**src/rtl/light_input_ctrl_if.sv**
```systemverilog
// Handshake bundle between the raw button/switch inputs and the light pattern block.
// master drives the raw inputs; slave is the input controller.
interface light_input_ctrl_if;
   logic       button_raw;
   logic [2:0] switch_raw;
   logic       start_pulse;
   logic       stop_pulse;
   logic       run;
   logic [2:0] pattern;
   logic       pattern_chg;

   modport master (
      output button_raw, switch_raw,
      input  start_pulse, stop_pulse, run, pattern, pattern_chg
   );

   modport slave (
      input  button_raw, switch_raw,
      output start_pulse, stop_pulse, run, pattern, pattern_chg
   );
endinterface

```
**src/rtl/light_input_ctrl.sv**
```systemverilog
// Push-button start/stop controller with debounced pattern switches.
// A short press starts the pattern; a long press while running stops it.
module light_input_ctrl #(
   parameter int unsigned DEBOUNCE_CYC   = 1000000,
   parameter int unsigned LONG_PRESS_CYC = 200000000
) (
   input  logic              clk,
   input  logic              rst_n,
   light_input_ctrl_if.slave bus
);
   localparam int unsigned NumIn = 4;
   localparam int unsigned DbW   = (DEBOUNCE_CYC > 1) ? $clog2(DEBOUNCE_CYC) : 1;
   localparam int unsigned HoldW = (LONG_PRESS_CYC > 1) ? $clog2(LONG_PRESS_CYC) : 1;
   localparam logic [DbW-1:0]   DbMax   = DbW'(DEBOUNCE_CYC - 1);
   localparam logic [HoldW-1:0] HoldMax = HoldW'(LONG_PRESS_CYC - 1);

   typedef enum logic [1:0] {StStopped, StStartHeld, StRunning, StStopHeld} state_e;

   // Bit 0 is the button, bits 3:1 are the pattern switches.
   logic [NumIn-1:0] raw_in;
   logic [NumIn-1:0] sync1_q, sync2_q;
   logic [NumIn-1:0] deb_d, deb_q;
   logic [DbW-1:0]   db_cnt_d [NumIn];
   logic [DbW-1:0]   db_cnt_q [NumIn];
   logic             btn_prev_q;

   state_e           state_d, state_q;
   logic [HoldW-1:0] hold_cnt_d, hold_cnt_q;
   logic             start_pulse_d, start_pulse_q;
   logic             stop_pulse_d, stop_pulse_q;
   logic [2:0]       pattern_d, pattern_q;
   logic             pattern_chg_d, pattern_chg_q;

   logic       btn_deb, btn_rise, hold_done;
   logic [2:0] sw_deb;

   assign raw_in = {bus.switch_raw, bus.button_raw};

   always_comb begin
      deb_d = deb_q;
      for (int i = 0; i < NumIn; i++) begin
         db_cnt_d[i] = '0;
         if (sync2_q[i] != deb_q[i]) begin
            if (db_cnt_q[i] == DbMax) begin
               deb_d[i] = sync2_q[i];
            end else begin
               db_cnt_d[i] = db_cnt_q[i] + DbW'(1);
            end
         end
      end
   end

   always_ff @(posedge clk) begin
      if (!rst_n) begin
         sync1_q    <= '0;
         sync2_q    <= '0;
         deb_q      <= '0;
         btn_prev_q <= 1'b0;
         for (int i = 0; i < NumIn; i++) db_cnt_q[i] <= '0;
      end else begin
         sync1_q    <= raw_in;
         sync2_q    <= sync1_q;
         deb_q      <= deb_d;
         btn_prev_q <= deb_q[0];
         for (int i = 0; i < NumIn; i++) db_cnt_q[i] <= db_cnt_d[i];
      end
   end

   assign btn_deb   = deb_q[0];
   assign sw_deb    = deb_q[3:1];
   assign btn_rise  = btn_deb & ~btn_prev_q;
   assign hold_done = btn_deb && (hold_cnt_q == HoldMax);

   always_ff @(posedge clk) begin
      if (!rst_n) begin
         state_q <= StStopped;
      end else begin
         state_q <= state_d;
      end
   end

   always_comb begin
      state_d = state_q;
      unique case (state_q)
         StStopped:   if (btn_rise) state_d = StStartHeld;
         StStartHeld: if (!btn_deb) state_d = StRunning;
         StRunning:   if (hold_done) state_d = StStopHeld;
         StStopHeld:  if (!btn_deb) state_d = StStopped;
         default:     state_d = StStopped;
      endcase
   end

   always_comb begin
      start_pulse_d = (state_q == StStopped) && btn_rise;
      stop_pulse_d  = (state_q == StRunning) && hold_done;
      hold_cnt_d    = '0;
      if ((state_q == StRunning) && btn_deb && !hold_done) begin
         hold_cnt_d = hold_cnt_q + HoldW'(1);
      end
      // Pattern tracks the switches only while stopped, including the edges
      // leaving and re-entering STOPPED, so a run always sees a frozen value.
      pattern_d     = pattern_q;
      pattern_chg_d = 1'b0;
      if (((state_q == StStopped) || (state_d == StStopped)) && (sw_deb != pattern_q)) begin
         pattern_d     = sw_deb;
         pattern_chg_d = 1'b1;
      end
   end

   always_ff @(posedge clk) begin
      if (!rst_n) begin
         hold_cnt_q    <= '0;
         start_pulse_q <= 1'b0;
         stop_pulse_q  <= 1'b0;
         pattern_q     <= 3'b000;
         pattern_chg_q <= 1'b0;
      end else begin
         hold_cnt_q    <= hold_cnt_d;
         start_pulse_q <= start_pulse_d;
         stop_pulse_q  <= stop_pulse_d;
         pattern_q     <= pattern_d;
         pattern_chg_q <= pattern_chg_d;
      end
   end

   assign bus.start_pulse = start_pulse_q;
   assign bus.stop_pulse  = stop_pulse_q;
   assign bus.run         = (state_q == StStartHeld) || (state_q == StRunning);
   assign bus.pattern     = pattern_q;
   assign bus.pattern_chg = pattern_chg_q;
endmodule

```
**src/flat_wrapper.sv**
```systemverilog
// flat-port wrapper written by rule: the top's interface ports become plain ports
module light_input_ctrl_flat 
#(
   parameter int unsigned DEBOUNCE_CYC   = 1000000,
   parameter int unsigned LONG_PRESS_CYC = 200000000
)
  (clk, rst_n, bus_button_raw, bus_switch_raw, bus_start_pulse, bus_stop_pulse, bus_run, bus_pattern, bus_pattern_chg);
  light_input_ctrl_if bus_i ();
  input  logic clk;
  input  logic rst_n;
  input wire logic [$bits(bus_i.button_raw)-1:0] bus_button_raw;
  input wire logic [$bits(bus_i.switch_raw)-1:0] bus_switch_raw;
  output wire logic [$bits(bus_i.start_pulse)-1:0] bus_start_pulse;
  output wire logic [$bits(bus_i.stop_pulse)-1:0] bus_stop_pulse;
  output wire logic [$bits(bus_i.run)-1:0] bus_run;
  output wire logic [$bits(bus_i.pattern)-1:0] bus_pattern;
  output wire logic [$bits(bus_i.pattern_chg)-1:0] bus_pattern_chg;
  assign bus_i.button_raw = bus_button_raw;
  assign bus_i.switch_raw = bus_switch_raw;
  assign bus_start_pulse = bus_i.start_pulse;
  assign bus_stop_pulse = bus_i.stop_pulse;
  assign bus_run = bus_i.run;
  assign bus_pattern = bus_i.pattern;
  assign bus_pattern_chg = bus_i.pattern_chg;
  light_input_ctrl #(.DEBOUNCE_CYC(DEBOUNCE_CYC), .LONG_PRESS_CYC(LONG_PRESS_CYC)) u_core (.clk(clk), .rst_n(rst_n), .bus(bus_i));
endmodule
```
**config.mk**
```make
export PLATFORM = sky130hd
export DESIGN_NAME = light_input_ctrl_flat
export DESIGN_NICKNAME = d
export VERILOG_FILES = /design/src/rtl/light_input_ctrl_if.sv /design/src/rtl/light_input_ctrl.sv /design/src/flat_wrapper.sv
export SDC_FILE = /design/constraint.sdc
export NUM_CORES = 1
export LEC_CHECK = 0
export ABC_AREA = 1
export CAP_MARGIN = 30
export CORE_MARGIN = 2
export CORE_UTILIZATION = 40
export DETAILED_ROUTE_END_ITERATION = 12
export GPL_ROUTABILITY_DRIVEN = 1
export GPL_TIMING_DRIVEN = 0
export PLACE_DENSITY_LB_ADDON = 0.25
export SYNTH_ARGS = -nofsm -noshare
export SYNTH_HDL_FRONTEND = slang
export SYNTH_SLANG_ARGS = --single-unit
```
**constraint.sdc**
```tcl
create_clock -name clk -period 1.4 [get_ports clk]
set_input_delay 0.35 -clock clk [delete_from_list [all_inputs] [get_ports clk]]
set_output_delay 0.35 -clock clk [all_outputs]
set_load 0.03 [all_outputs]
```
### After elaboration in Yosys (flattened, before gate mapping)

Memories as Yosys holds them, arrays and structs flattened.
Index checks and enable logic that the tools add are counted.

| storage, ports and cells | value |
|---|---|
| bits in writable memories | 80 |
| bits in registers | 49 |
| memories kept | 1 |
| logic and storage cells | 74 |

| operators by class | value |
|---|---|
| add/sub/neg operators | 5 |
| equal/unequal tests | 13 |
| multiplexer cells | 20 |
| bitwise operators | 6 |
| reduce and logical (&&, ||, !) cells | 16 |

Memory list:

| memory | depth | width | read ports | clocked after Yosys merged registers in | write ports | line | source |
|---|---|---|---|---|---|---|---|
| u_core.db_cnt_q | 4 | 20 | 4 | 0 | 4 | light_input_ctrl.sv:24 | `logic [DbW-1:0] db_cnt_q [NumIn];` |

Operators by type and width:

| cell | count |
|---|---|
| two-way mux 20 bit | 12 |
| adder 20 x 1 -> 20 bit (second input constant) | 4 |
| == test 20 bit (second input constant) | 4 |
| adder 28 x 1 -> 28 bit (second input constant) | 1 |
| == test 28 bit (second input constant) | 1 |
| AND reduction 2 bit | 5 |
| two-way mux 2 bit | 4 |
| one-hot mux 2 bit (4 select lines) | 1 |
| logical AND 1 bit | 6 |
| == test 2 bit (second input constant) | 2 |
| zero test 2 bit | 2 |
| != test 1 bit | 4 |
| OR 1 bit | 4 |
| two-way mux 1 bit | 3 |
| != test 3 bit | 1 |
| == test 2 x 1 -> 1 bit (second input constant) | 1 |
| logical OR 1 bit | 2 |
| bitwise AND 1 bit | 1 |
| zero test 1 bit | 1 |
| inverter 1 bit | 1 |

### Longest topological paths before layout

Gate-level depths: netlist (run 1).

| logic depth | value |
|---|---|
| word-level depth | 8 |
| mapped depth | 12 |
| mapped depth without buffers | 12 |

### Least setup slack after synthesis (run 1)

Ideal clock, no wire load.

| timing path | value |
|---|---|
| path type | register to register |
| start | memory u_core.db_cnt_q[0][0] in the netlist's numbering |
| end | memory u_core.db_cnt_q[0][5] in the netlist's numbering |
| data required time | 1.274 ns |
| path slack | -0.130 ns |
| stages on the path, launching flop included | 10 |
| clock period less this slack | 1.530 ns |
| arrival | 1.404 ns |
| cells stage by stage | dfxtp_1 -> ha_1 -> nand2_1 -> nor2_4 -> nand2_2 -> nor2_4 -> nand4_2 -> nand2_4 -> buf_4 -> nor3_1 |

RTL lines:

| element | line |
|---|---|
| start: declaration | light_input_ctrl.sv:24 |

### Worst setup path after layout (run 1)

| timing path | value |
|---|---|
| start | register u_core.state_q[1] |
| end | output bus_run |

| between the ends | value |
|---|---|
| word-level cells in the longest chain between the ends | 2 |

RTL lines:

| element | line | source |
|---|---|---|
| start: declaration | light_input_ctrl.sv:27 | `state_e state_d, state_q;` |
| start signal: assignment | light_input_ctrl.sv:76 | `state_q <= StStopped;` |
| start signal: assignment | light_input_ctrl.sv:78 | `state_q <= state_d;` |
| == test 2 x 1 -> 1 bit or == test 2 bit (tied branches) | light_input_ctrl.sv:128 | `assign bus.run = (state_q == StStartHeld) \|\| (state_q == StRunning);` |
| logical OR 1 bit (*) | light_input_ctrl.sv:128 |  |
| end: declaration | flat_wrapper.sv:15 | `output wire logic [$bits(bus_i.run)-1:0] bus_run;` |

Every way passes the cells marked *; elsewhere a longest branch is shown, timed or not.

==> results_tabular.tex, run 1 <==
\begin{tabular}{lr}
\hline
Metric & Value \\
\hline
\multicolumn{2}{l}{\textbf{Run status}} \\
Result of the run & finished with violations \\
Failing checks & setup timing \\
\multicolumn{2}{l}{\textbf{Floorplanning}} \\
Die area & 17200 µm² \\
Die extent in x & 131 µm \\
Vertical die dimension & 131 µm \\
Core area & 15800 µm² \\
I/O Pins & 13 \\
Starting density of the core & 40.8\% \\
Placement Rows & 46 \\
\multicolumn{2}{l}{\textbf{Final layout}} \\
Final nets & 1031 \\
Growth of design area from synthesis to finish & 49.5\% \\
Utilization after layout & 61.0\% \\
ANT cells & 0 \\
Proportion of layout cells with a drive suffix above 1 & 46.2\% \\
Final non-filler cell area & 9650 µm² \\
\multicolumn{2}{l}{\textbf{Yosys}} \\
Gate Count Post-Synth & 883 \\
Netlist area before placement & 6450 µm² \\
Area share of the largest cell type after synthesis & 40.0\% \\
Cell types with the highest counts after synthesis & nand2\_1 (171), dfxtp\_1 (129), nor2\_1 (120), inv\_1 (117), a21oi\_1 (42) \\
Main combinational cell family by area after synthesis & simple AND/OR/NAND/NOR gates \\
Area share of fa/ha/maj cells after synthesis & 1.74\% \\
XOR/XNOR share of the synthesized area & 4.21\% \\
Synthesized-area fraction occupied by and/or/nand/nor cells & 39.7\% \\
Portion of netlist area occupied by mux cells & 0\% \\
Top post-synthesis cells by area & dfxtp\_1 (40\%), nand2\_1 (9.9\%), nor2\_1 (7.0\%), inv\_1 (6.8\%), a21oi\_1 (3.3\%) \\
Post-synthesis compound-gate area fraction & 5.85\% \\
YS warnings & 0 \\
Cell with the most instances after synthesis & nand2\_1 \\
Number of unique standard cell types used by synthesis & 44 \\
Share of flip-flops with an asynchronous set or reset after synthesis & 0\% \\
Post-synth EDFFs & 0 \\
Average size of a mapped cell & 7.31 µm² \\
Most frequently used flop master after synthesis & dfxtp\_1 \\
Part of the Yosys area used for sequential elements & 40.0\% \\
Flip-flop and latch count after synthesis & 129 \\
Net count after synthesis & 898 \\
Most area-hungry cell type in the Yosys netlist & dfxtp\_1 \\
\multicolumn{2}{l}{\textbf{Setup path}} \\
Register-to-Register Path Depth & 6 \\
FF-to-FF Start & u\_core.hold\_cnt\_q[21] \\
CP Capture Type & primary output \\
Worst reg2reg path endpoint & u\_core.hold\_cnt\_q[27] \\
Critical path buffer and inverter count & 2 \\
Setup Crit Path Kind & reg -> out \\
Required time of the critical path & 1.05 ns \\
Critical path startpoint & u\_core.state\_q[1] \\
Max FO, Critical Path & 2 \\
Internal reg-to-reg setup slack & -0.18 ns \\
CP peak stage delay & 0.37 ns \\
Library cell contributing the largest single delay on the critical path & dfxtp\_4 \\
Top Family by Delay on Critical Path & flip-flops \\
Crit. path cell count & 3 \\
Cell chain of the critical path & inv\_4 -> ha\_4 -> buf\_6 \\
Capturing instance or port of the critical path & bus\_run \\
Setup crit start kind & flip-flop \\
Signal arrival time at the worst endpoint & 1.23 ns \\
\multicolumn{2}{l}{\textbf{STA}} \\
Post-route clock skew & 0.00712 ns \\
Final period utilization & 113\% \\
Tightest Pin Transition & 0.461 ns \\
Number of endpoints with negative hold slack in the final report & 0 \\
Setup repair after global routing missed its margin & yes \\
Setup violators final & 118 \\
Max Fclk & 0.632 GHz \\
Worst-case headroom to the max-slew limit & 69.0\% \\
Final critical path time including I/O delays and setup & 1.58 ns \\
Max-slew violation count & 0 \\
Worst setup slack after layout & -0.182 ns \\
\multicolumn{2}{l}{\textbf{Detailed routing}} \\
Count of unresolved DRC violations after routing & 0 \\
Average vias per placed instance & 5.05 \\
Routed length per instance & 14.2 µm \\
Number of vias after detailed routing & 6282 \\
Post-detailed-route count of antenna-violating nets & 0 \\
Iteration-0 DRC count of the detailed router & 273 \\
Routed WL & 17700 µm \\
First-pass detailed-route iteration total & 5 \\
\multicolumn{2}{l}{\textbf{GRT}} \\
Initial antenna violation count & 0 \\
Combined global-route utilization of all metal layers & 19.7\% \\
Global route overflow & 0 \\
Number of global-route vias before repair & 6007 \\
First-pass GRT wire length & 26900 µm \\
Maximum number of pins on one net before global-route repair & 17 \\
\multicolumn{2}{l}{\textbf{Clocking}} \\
Total of hold buffers inserted after clock tree synthesis & 0 \\
CTS root buffer & clkbuf\_16 \\
Deepest level of the CTS H-tree & 4 \\
Num CTS Buffers & 17 \\
Number of buffers on the longest clock path & 2 \\
CTS tree & built \\
\# clock sinks & 129 \\
Clock latency reported for the late side of the worst-skew pair & 0.42 ns \\
Clock transition at the registers of the reported paths & 0.06 ns \\
\multicolumn{2}{l}{\textbf{Placed design}} \\
Weighted congestion reported at the end of routability-driven placement & 0.840 \\
Placed cell area & 6980 µm² \\
Number of port buffers & 12 \\
Detail Placement HPWL & 9700 µm \\
\multicolumn{2}{l}{\textbf{Worst hold path}} \\
Tightest Hold Check Type & reg -> reg \\
Hold path depth & 2 \\
\multicolumn{2}{l}{\textbf{Job}} \\
Max Cap Viol & 0 \\
\multicolumn{2}{l}{\textbf{Power}} \\
Leakage dissipation & 3.60 nW \\
Power density over the cells & 879 nW/µm² \\
Worst ir drop on vdd & 0.939 mV \\
\hline
\end{tabular}
## what timing repair did
| item | CTS | global route |
|---|---|---|
| pin swaps | 60 | 68 |
| gates cloned | 7 | 1 |
| setup buffers | 76 | 21 |
| gates resized for setup | 245 | 172 |
| setup endpoints to repair | 133 | 131 |
## worst min path at each step
| stage | from | to | slack, ns |
|---|---|---|---|
| 3_5_place_dp | u_core.sync1_q[0] | u_core.sync2_q[0] | 0.41 |
| 5_1_grt | u_core.db_cnt_q[1][0] | u_core.db_cnt_q[1][0] | 0.45 |
| 3_3_place_gp | u_core.sync1_q[1] | u_core.sync2_q[1] | 0.40 |
| 4_1_cts | u_core.sync1_q[2] | u_core.sync2_q[2] | 0.43 |
| 2_1_floorplan | u_core.sync1_q[0] | u_core.sync2_q[0] | 0.39 |
| 6_report | u_core.sync1_q[3] | u_core.sync2_q[3] | 0.42 |
## final cells by class
cell class,count,area [µm²]
Clock inverter,15,136
Multi-Input combinational cell,615,4490
Tap cell,216,270
Timing Repair Buffer,115,1020
Fill cell,1338,6170
Buffer,12,130
Inverter,126,508
Clock buffer,17,425
Sequential cell,129,2670
## worst min-delay path, stage by stage, from the launching register on
cell and delay [ns]:
dfxtp_1 0.30, nand2_1 0.05, inv_1 0.04
## cell families after synthesis
group                      count (synthesis)
AOI/OAI and AO/OA                         70
and+or+nand+nor                          505
xor gates and xnor gates                  31
DFF                                      129
buffers and inverters                    139
adders and majority gates                  9
## per-layer routing
metal	GRT usage (%)	up-vias	share of wire (%)
li1	-	3149	-
met1	23.0	2956	42
met2	34.9	137	52
met3	4.97	40	3.7
met4	7.32	0	2.3
met5	0	-	0
## cell usage in the layout, fill, tap and decap left out, types with 12 or more instances in the layout
cell type,instances
nor2_4,29
nand3_1,18
nor3_2,20
dfxtp_2,25
dfxtp_1,88
inv_2,18
inv_1,100
nand2_2,30
dfxtp_4,16
nor3_4,13
buf_6,28
xor2_1,19
a21oi_2,32
nor2_1,78
nor3_1,19
nand2_1,138
nand4_1,33
clkbuf_16,18
nand2_4,17
nand3_2,12
buf_4,80
nor2_2,36
## state kept, by name (all words and copies together) (netlist names), 2 cells and up
name and count:
u_core.db_cnt_q 80, u_core.hold_cnt_q 28, u_core.deb_q 4, u_core.sync1_q 4, u_core.sync2_q 4, u_core.bus.pattern 3, u_core.state_q 2
## report_power, final
| part | switching (W) | total (W) | leakage (nW) | internal [W] |
|---|---|---|---|---|
| clock network | 0.00176 | 0.00422 | 0.266 | 0.00246 |
| logic | 0.000302 | 0.000528 | 2.27 | 0.000227 |
| registers | 0.0000455 | 0.00374 | 1.07 | 0.00369 |
## per-stage QoR
step	hold slack (ns)	worst slack, ns	cells	power, W	TNS [ns]
3_5_place_dp	0.408	-0.780	1111	0.00423	-61.57
3_3_place_gp	0.401	-0.775	1111	0.00423	-60.61
5_1_grt	0.447	-0.275	1245	0.00882	-21.87
4_1_cts	0.425	-0.172	1226	0.00849	-8.26
2_1_floorplan	0.390	-0.0743	883	0.00409	-0.753
6_report	0.419	-0.182	1245	0.00849	-11.57
No activity file was read; power rests on OpenSTA's default activity.
==> run 2, diff against run 1 <==
MAX_ROUTING_LAYER = met4   (was default)
==> results_tabular.tex, run 2 (same netlist as run 1, synthesis figures left out) <==
\begin{tabular}{lr}
\hline
Metric & Value \\
\hline
\multicolumn{2}{l}{\textbf{Detailed routing}} \\
Average vias per placed instance & 5.08 \\
Routed length per instance & 14.2 µm \\
Post-detailed-route count of antenna-violating nets & 0 \\
Count of unresolved DRC violations after routing & 0 \\
Iteration-0 DRC count of the detailed router & 290 \\
Number of vias after detailed routing & 6328 \\
Routed WL & 17700 µm \\
First-pass detailed-route iteration total & 5 \\
\multicolumn{2}{l}{\textbf{Setup path}} \\
Register-to-Register Path Depth & 6 \\
Required time of the critical path & 1.76 ns \\
Library cell contributing the largest single delay on the critical path & dfxtp\_1 \\
FF-to-FF Start & u\_core.hold\_cnt\_q[21] \\
Cell chain of the critical path & nand2\_1 -> nor3\_1 -> nand2\_1 -> nor2\_1 -> nand3b\_1 -> a21oi\_2 \\
Critical path buffer and inverter count & 0 \\
Most used cell, CP & nand2\_1 \\
Setup Crit Path Kind & reg -> reg \\
Signal arrival time at the worst endpoint & 1.95 ns \\
Internal reg-to-reg setup slack & -0.19 ns \\
Max FO, Critical Path & 5 \\
Worst reg2reg path endpoint & u\_core.hold\_cnt\_q[27] \\
Setup crit start kind & flip-flop \\
CP peak stage delay & 0.39 ns \\
Top Family by Delay on Critical Path & simple AND/OR/NAND/NOR gates \\
CP Capture Type & flip-flop \\
\multicolumn{2}{l}{\textbf{STA}} \\
Setup repair after global routing missed its margin & yes \\
Worst-case headroom to the max-slew limit & 69.0\% \\
Worst hold slack after final layout & 0.419 ns \\
Number of endpoints with negative hold slack in the final report & 0 \\
Post-route clock skew & 0.00809 ns \\
Final critical path time including I/O delays and setup & 1.59 ns \\
Max Fclk & 0.628 GHz \\
Setup violators final & 118 \\
Tightest Pin Transition & 0.461 ns \\
Final period utilization & 114\% \\
Total negative setup slack & -11.36 ns \\
Max-slew violation count & 0 \\
Worst setup slack after layout & -0.191 ns \\
\multicolumn{2}{l}{\textbf{Placed design}} \\
Total placed cells including tap cells & 1111 \\
Detail Placement HPWL & 9700 µm \\
Post-Place Worst Slack & -0.780 ns \\
Weighted congestion reported at the end of routability-driven placement & 0.853 \\
Number of port buffers & 12 \\
\multicolumn{2}{l}{\textbf{Power}} \\
Worst ir drop on vdd & 0.948 mV \\
Leakage dissipation & 3.60 nW \\
Total power & 0.00849 W \\
Power density over the cells & 879 nW/µm² \\
\multicolumn{2}{l}{\textbf{Floorplanning}} \\
Vertical die dimension & 131 µm \\
Die area & 17200 µm² \\
Placement Rows & 46 \\
I/O Pins & 13 \\
Die extent in x & 131 µm \\
Core area & 15800 µm² \\
Starting density of the core & 40.8\% \\
\multicolumn{2}{l}{\textbf{GRT}} \\
Initial antenna violation count & 0 \\
First-pass GRT wire length & 26900 µm \\
Number of global-route vias before repair & 6003 \\
Most crowded layer after global routing & met2 \\
Global route overflow & 0 \\
Met1 layer usage reported by global route & 23.0\% \\
Combined global-route utilization of all metal layers & 20.3\% \\
Met3 usage & 4.97\% \\
Maximum number of pins on one net before global-route repair & 17 \\
Grt met2 use & 34.8\% \\
\multicolumn{2}{l}{\textbf{Final layout}} \\
Non-Filler Instances & 1245 \\
Registers with the most flip-flops & u\_core.db\_cnt\_q: 80 flops, u\_core.hold\_cnt\_q: 28 flops \\
Most frequent standard cell in the layout excluding fill and tap cells & nand2\_1 \\
Proportion of layout cells with a drive suffix above 1 & 46.2\% \\
Final nets & 1031 \\
Leading cell types in the layout, fill and taps excluded & nand2\_1 (138), inv\_1 (100), dfxtp\_1 (88) \\
Growth of design area from synthesis to finish & 49.5\% \\
Max reg flops & 80 \\
ANT cells & 0 \\
Largest Register & u\_core.db\_cnt\_q \\
\multicolumn{2}{l}{\textbf{Run status}} \\
Result of the run & finished with violations \\
Failing checks & setup timing \\
\multicolumn{2}{l}{\textbf{Clocking}} \\
Number of buffers on the longest clock path & 2 \\
CTS root buffer & clkbuf\_16 \\
CTS tree & built \\
Clock latency reported for the late side of the worst-skew pair & 0.42 ns \\
Deepest level of the CTS H-tree & 4 \\
Clock transition at the registers of the reported paths & 0.06 ns \\
\# clock sinks & 129 \\
Num CTS Buffers & 17 \\
\multicolumn{2}{l}{\textbf{Worst hold path}} \\
Hold path depth & 2 \\
Hold Crit Start & u\_core.sync1\_q[3] \\
Tightest Hold Check Type & reg -> reg \\
Endpoint of the worst hold-timing path & u\_core.sync2\_q[3] \\
\multicolumn{2}{l}{\textbf{Job}} \\
Max Cap Viol & 0 \\
\hline
\end{tabular}
run 2: cell counts in the layout (fill, tap and decap cells not counted):
No cell type changed its count.
run 2: layout make-up:
cell class | instances | area [µm²]
Fill cell | 1336 | 6170
Multi-Input combinational cell | 615 | 4490
Sequential cell | 129 | 2670
Timing Repair Buffer | 115 | 1020
Inverter | 126 | 508
Clock buffer | 17 | 425
Tap cell | 216 | 270
Clock inverter | 15 | 136
Buffer | 12 | 130
run 2: through the flow:
| step | cell area [µm²] | util, % |
|---|---|---|
| after global routing | 9650 | 61.0 |
| after CTS | 8910 | 56.3 |
| final | 9650 | 61.0 |
| after floorplan | 6590 | - |
| after global placement | 6980 | 44.1 |
| after detailed placement | 6980 | 44.1 |
run 2: timing repair:
| action | in CTS | in global routing |
|---|---|---|
| resized for setup | 245 | 172 |
| endpoints found under the setup margin | 133 | 131 |
| setup buffers | 76 | 21 |
| hold buffers | 0 | 0 |
| pin swaps | 60 | 68 |
| gates cloned | 7 | 1 |
run 2: worst reg2reg max path: cells and delay by family, from the launching register on:
kind            cells  cell delay [ns]
flops               1             0.39
simple gates        5             1.00
compound gates      1             0.13
run 2: report_power, final:
part | total, W | switching, W | internal (W)
registers | 0.00374 | 0.0000457 | 0.00369
logic | 0.000528 | 0.000301 | 0.000227
clock network | 0.00422 | 0.00176 | 0.00246
total | 0.00849 | 0.00211 | 0.00638
run 2: worst max-delay path by stage:
stage | from | to | slack (ns) | cells past startpoint
6_report | u_core.hold_cnt_q[21] | u_core.hold_cnt_q[27] | -0.19 | 6
5_1_grt | u_core.db_cnt_q[2][4] | u_core.db_cnt_q[2][11] | -0.28 | 7
4_1_cts | u_core.state_q[1] | bus_run | -0.17 | 3
3_5_place_dp | rst_n | u_core.hold_cnt_q[17] | -0.78 | 6
3_3_place_gp | rst_n | u_core.hold_cnt_q[5] | -0.77 | 6
2_1_floorplan | u_core.db_cnt_q[0][1] | u_core.db_cnt_q[0][16] | -0.07 | 10
run 2: routing by layer:
layer,routed length [µm],vias up
met1,7340,2987
met5,0,-
met2,9220,154
met4,378,0
li1,-,3146
met3,726,41
==> run 3, diff against run 2 <==
ABC_AREA = 0   (was 1)
CTS_CLUSTER_SIZE = 8   (was default)
==> results_tabular.tex, run 3 <==
\begin{tabular}{lr}
\hline
Metric & Value \\
\hline
\multicolumn{2}{l}{\textbf{Final layout}} \\
Leading cell types in the layout, fill and taps excluded & buf\_4 (73), dfxtp\_1 (67), nand2\_1 (43) \\
Proportion of layout cells with a drive suffix above 1 & 47.6\% \\
Final non-filler cell area & 8840 µm² \\
Most frequent standard cell in the layout excluding fill and tap cells & buf\_4 \\
Final nets & 803 \\
ANT cells & 0 \\
Growth of design area from synthesis to finish & 50.2\% \\
Largest Register & u\_core.db\_cnt\_q \\
Max reg flops & 80 \\
Registers with the most flip-flops & u\_core.db\_cnt\_q: 80 flops, u\_core.hold\_cnt\_q: 28 flops \\
\multicolumn{2}{l}{\textbf{STA}} \\
Post-route clock skew & 0.00731 ns \\
Max-slew violation count & 0 \\
Setup violators final & 116 \\
Tightest Pin Transition & 0.419 ns \\
Number of endpoints with negative hold slack in the final report & 0 \\
Total negative setup slack & -32.38 ns \\
Final critical path time including I/O delays and setup & 2.04 ns \\
Final period utilization & 146\% \\
Setup repair after global routing missed its margin & yes \\
Max Fclk & 0.490 GHz \\
Worst-case headroom to the max-slew limit & 71.8\% \\
Worst setup slack after layout & -0.643 ns \\
\multicolumn{2}{l}{\textbf{Clocking}} \\
\# clock sinks & 129 \\
CTS tree & built \\
Deepest level of the CTS H-tree & 4 \\
Num CTS Buffers & 17 \\
Number of buffers on the longest clock path & 2 \\
Clock transition at the registers of the reported paths & 0.06 ns \\
Total of hold buffers inserted after clock tree synthesis & 0 \\
CTS root buffer & clkbuf\_16 \\
Clock latency reported for the late side of the worst-skew pair & 0.43 ns \\
\multicolumn{2}{l}{\textbf{Floorplanning}} \\
Die extent in x & 125 µm \\
Placement Rows & 44 \\
I/O Pins & 13 \\
Starting density of the core & 40.7\% \\
Core area & 14500 µm² \\
Vertical die dimension & 125 µm \\
Die area & 15700 µm² \\
\multicolumn{2}{l}{\textbf{Yosys}} \\
Area share of the largest cell type after synthesis & 43.9\% \\
Gate Count Post-Synth & 667 \\
YS warnings & 0 \\
Share of flip-flops with an asynchronous set or reset after synthesis & 0\% \\
Cell with the most instances after synthesis & dfxtp\_1 \\
Number of unique standard cell types used by synthesis & 46 \\
Flip-flop and latch count after synthesis & 129 \\
Cell types with the highest counts after synthesis & dfxtp\_1 (129), nor2\_1 (63), nand2\_1 (45), nand3\_1 (38), xor2\_1 (36) \\
Average size of a mapped cell & 8.83 µm² \\
Top post-synthesis cells by area & dfxtp\_1 (44\%), xor2\_1 (5.4\%), xnor2\_1 (4.5\%), nor2\_1 (4.0\%), nand3\_1 (3.2\%) \\
Post-synth EDFFs & 0 \\
Part of the Yosys area used for sequential elements & 43.9\% \\
Net count after synthesis & 682 \\
Most frequently used flop master after synthesis & dfxtp\_1 \\
Netlist area before placement & 5890 µm² \\
Most area-hungry cell type in the Yosys netlist & dfxtp\_1 \\
\multicolumn{2}{l}{\textbf{Power}} \\
Worst ir drop on vdd & 1.13 mV \\
Combinational Power Share & 2.7\% \\
Switching power share of the total & 20.3\% \\
Cell-internal power & 0.00709 W \\
Portion of total power attributed to sequential cells & 41.1\% \\
Switching power & 0.00181 W \\
Share of total power in the clock network & 56.3\% \\
Leakage dissipation & 2.88 nW \\
Power density over the cells & 1010 nW/µm² \\
\multicolumn{2}{l}{\textbf{GRT}} \\
Maximum number of pins on one net before global-route repair & 17 \\
Global route overflow & 0 \\
First-pass GRT wire length & 25900 µm \\
Number of global-route vias before repair & 5525 \\
Combined global-route utilization of all metal layers & 20.6\% \\
Initial antenna violation count & 0 \\
\multicolumn{2}{l}{\textbf{Run status}} \\
Failing checks & setup timing \\
Result of the run & finished with violations \\
\multicolumn{2}{l}{\textbf{Setup path}} \\
Required time of the critical path & 1.71 ns \\
Setup Crit Path Kind & reg -> reg \\
Signal arrival time at the worst endpoint & 2.35 ns \\
Setup crit start kind & flip-flop \\
CP Capture Type & flip-flop \\
Max FO, Critical Path & 5 \\
\multicolumn{2}{l}{\textbf{Placed design}} \\
Weighted congestion reported at the end of routability-driven placement & 0.812 \\
Detail Placement HPWL & 8630 µm \\
Placed cell area & 6530 µm² \\
Number of port buffers & 12 \\
Post-Place Worst Slack & -0.800 ns \\
\multicolumn{2}{l}{\textbf{Detailed routing}} \\
First-pass detailed-route iteration total & 5 \\
Count of unresolved DRC violations after routing & 0 \\
Average vias per placed instance & 5.56 \\
Iteration-0 DRC count of the detailed router & 242 \\
Routed WL & 15900 µm \\
Number of vias after detailed routing & 5476 \\
Routed length per instance & 16.2 µm \\
Post-detailed-route count of antenna-violating nets & 0 \\
\multicolumn{2}{l}{\textbf{Worst hold path}} \\
Tightest Hold Check Type & reg -> reg \\
\multicolumn{2}{l}{\textbf{Job}} \\
Max Cap Viol & 0 \\
\hline
\end{tabular}
-- run 3: what timing repair did --
action,in CTS,in global routing
endpoints found under the hold margin,0,0
pin swaps,77,46
setup buffers,75,15
endpoints found under the setup margin,134,129
gates resized for setup,217,102
cloned,9,1
-- run 3: critical path: stages, from the launching register on --
cell and delay [ns]:
dfxtp_4 0.34, or4b_4 0.53, or4_4 0.52, o211ai_1 0.18, buf_4 0.18, buf_6 0.13
a21oi_2 0.03
-- run 3: worst paths after layout --
path | slack [ns] | end | startpoint | cells past startpoint
worst max-delay path | -0.64 | u_core.db_cnt_q[3][19] | u_core.db_cnt_q[3][6] | 6
worst min-delay path | 0.43 | u_core.sync2_q[3] | u_core.sync1_q[3] | 1
worst max register to register | -0.64 | u_core.db_cnt_q[3][19] | u_core.db_cnt_q[3][6] | 6
worst min register to register | 0.43 | u_core.sync2_q[3] | u_core.sync1_q[3] | 1
-- run 3: cell families (layout without fill, tap and decap cells) --
kind of cell             after synthesis  in the layout  synth area share, %
AND/OR/NAND/NOR                      313            313                 29.8
flip-flops                           129            129                 43.9
AO/OA/AOI/OAI                        101            101                 11.0
XOR/XNOR                              66             66                 9.82
buffers and inverters                 46            180                 3.12
adder cells (fa/ha/maj)                9              9                 1.91
multiplexers                           3              3                0.510
-- run 3: power groups by stage --
stage,Combinational (W),Clock [W],Sequential (W)
finish,0.000238,0.00501,0.00366
floorplan,0.000111,0,0.00378
detailed placement,0.000158,0,0.00378
global placement,0.000153,0,0.00378
CTS,0.000214,0.00508,0.00366
global route,0.000255,0.00527,0.00366
-- run 3: area by class of cell --
type	instances	area (µm²)
tap	184	230
clock buffer	18	429
clock inverter	14	235
sequential	129	2730
multi-input combinational	492	3970
timing repair buffer	110	970
buffer	18	208
fill	1108	5630
inverter	20	80.1
-- run 3: metal layers --
layer,vias to the layer above,global-route usage [%],share of wire (%)
met2,122,35.8,53
met4,0,7.25,2.2
li1,2671,-,-
met1,2645,23.3,42
met5,-,-,0
met3,38,4.79,2.9
-- run 3: metrics by stage --
stage | hold WS [ns] | utilization (%) | std cells | total power [W]
after global placement | 0.421 | 45.1 | 863 | 0.00394
after CTS | 0.428 | 58.5 | 973 | 0.00896
after global routing | 0.458 | 61.1 | 985 | 0.00918
after detailed placement | 0.420 | 45.1 | 863 | 0.00394
after floorplan | 0.412 | - | 667 | 0.00389
final | 0.431 | 61.1 | 985 | 0.00890
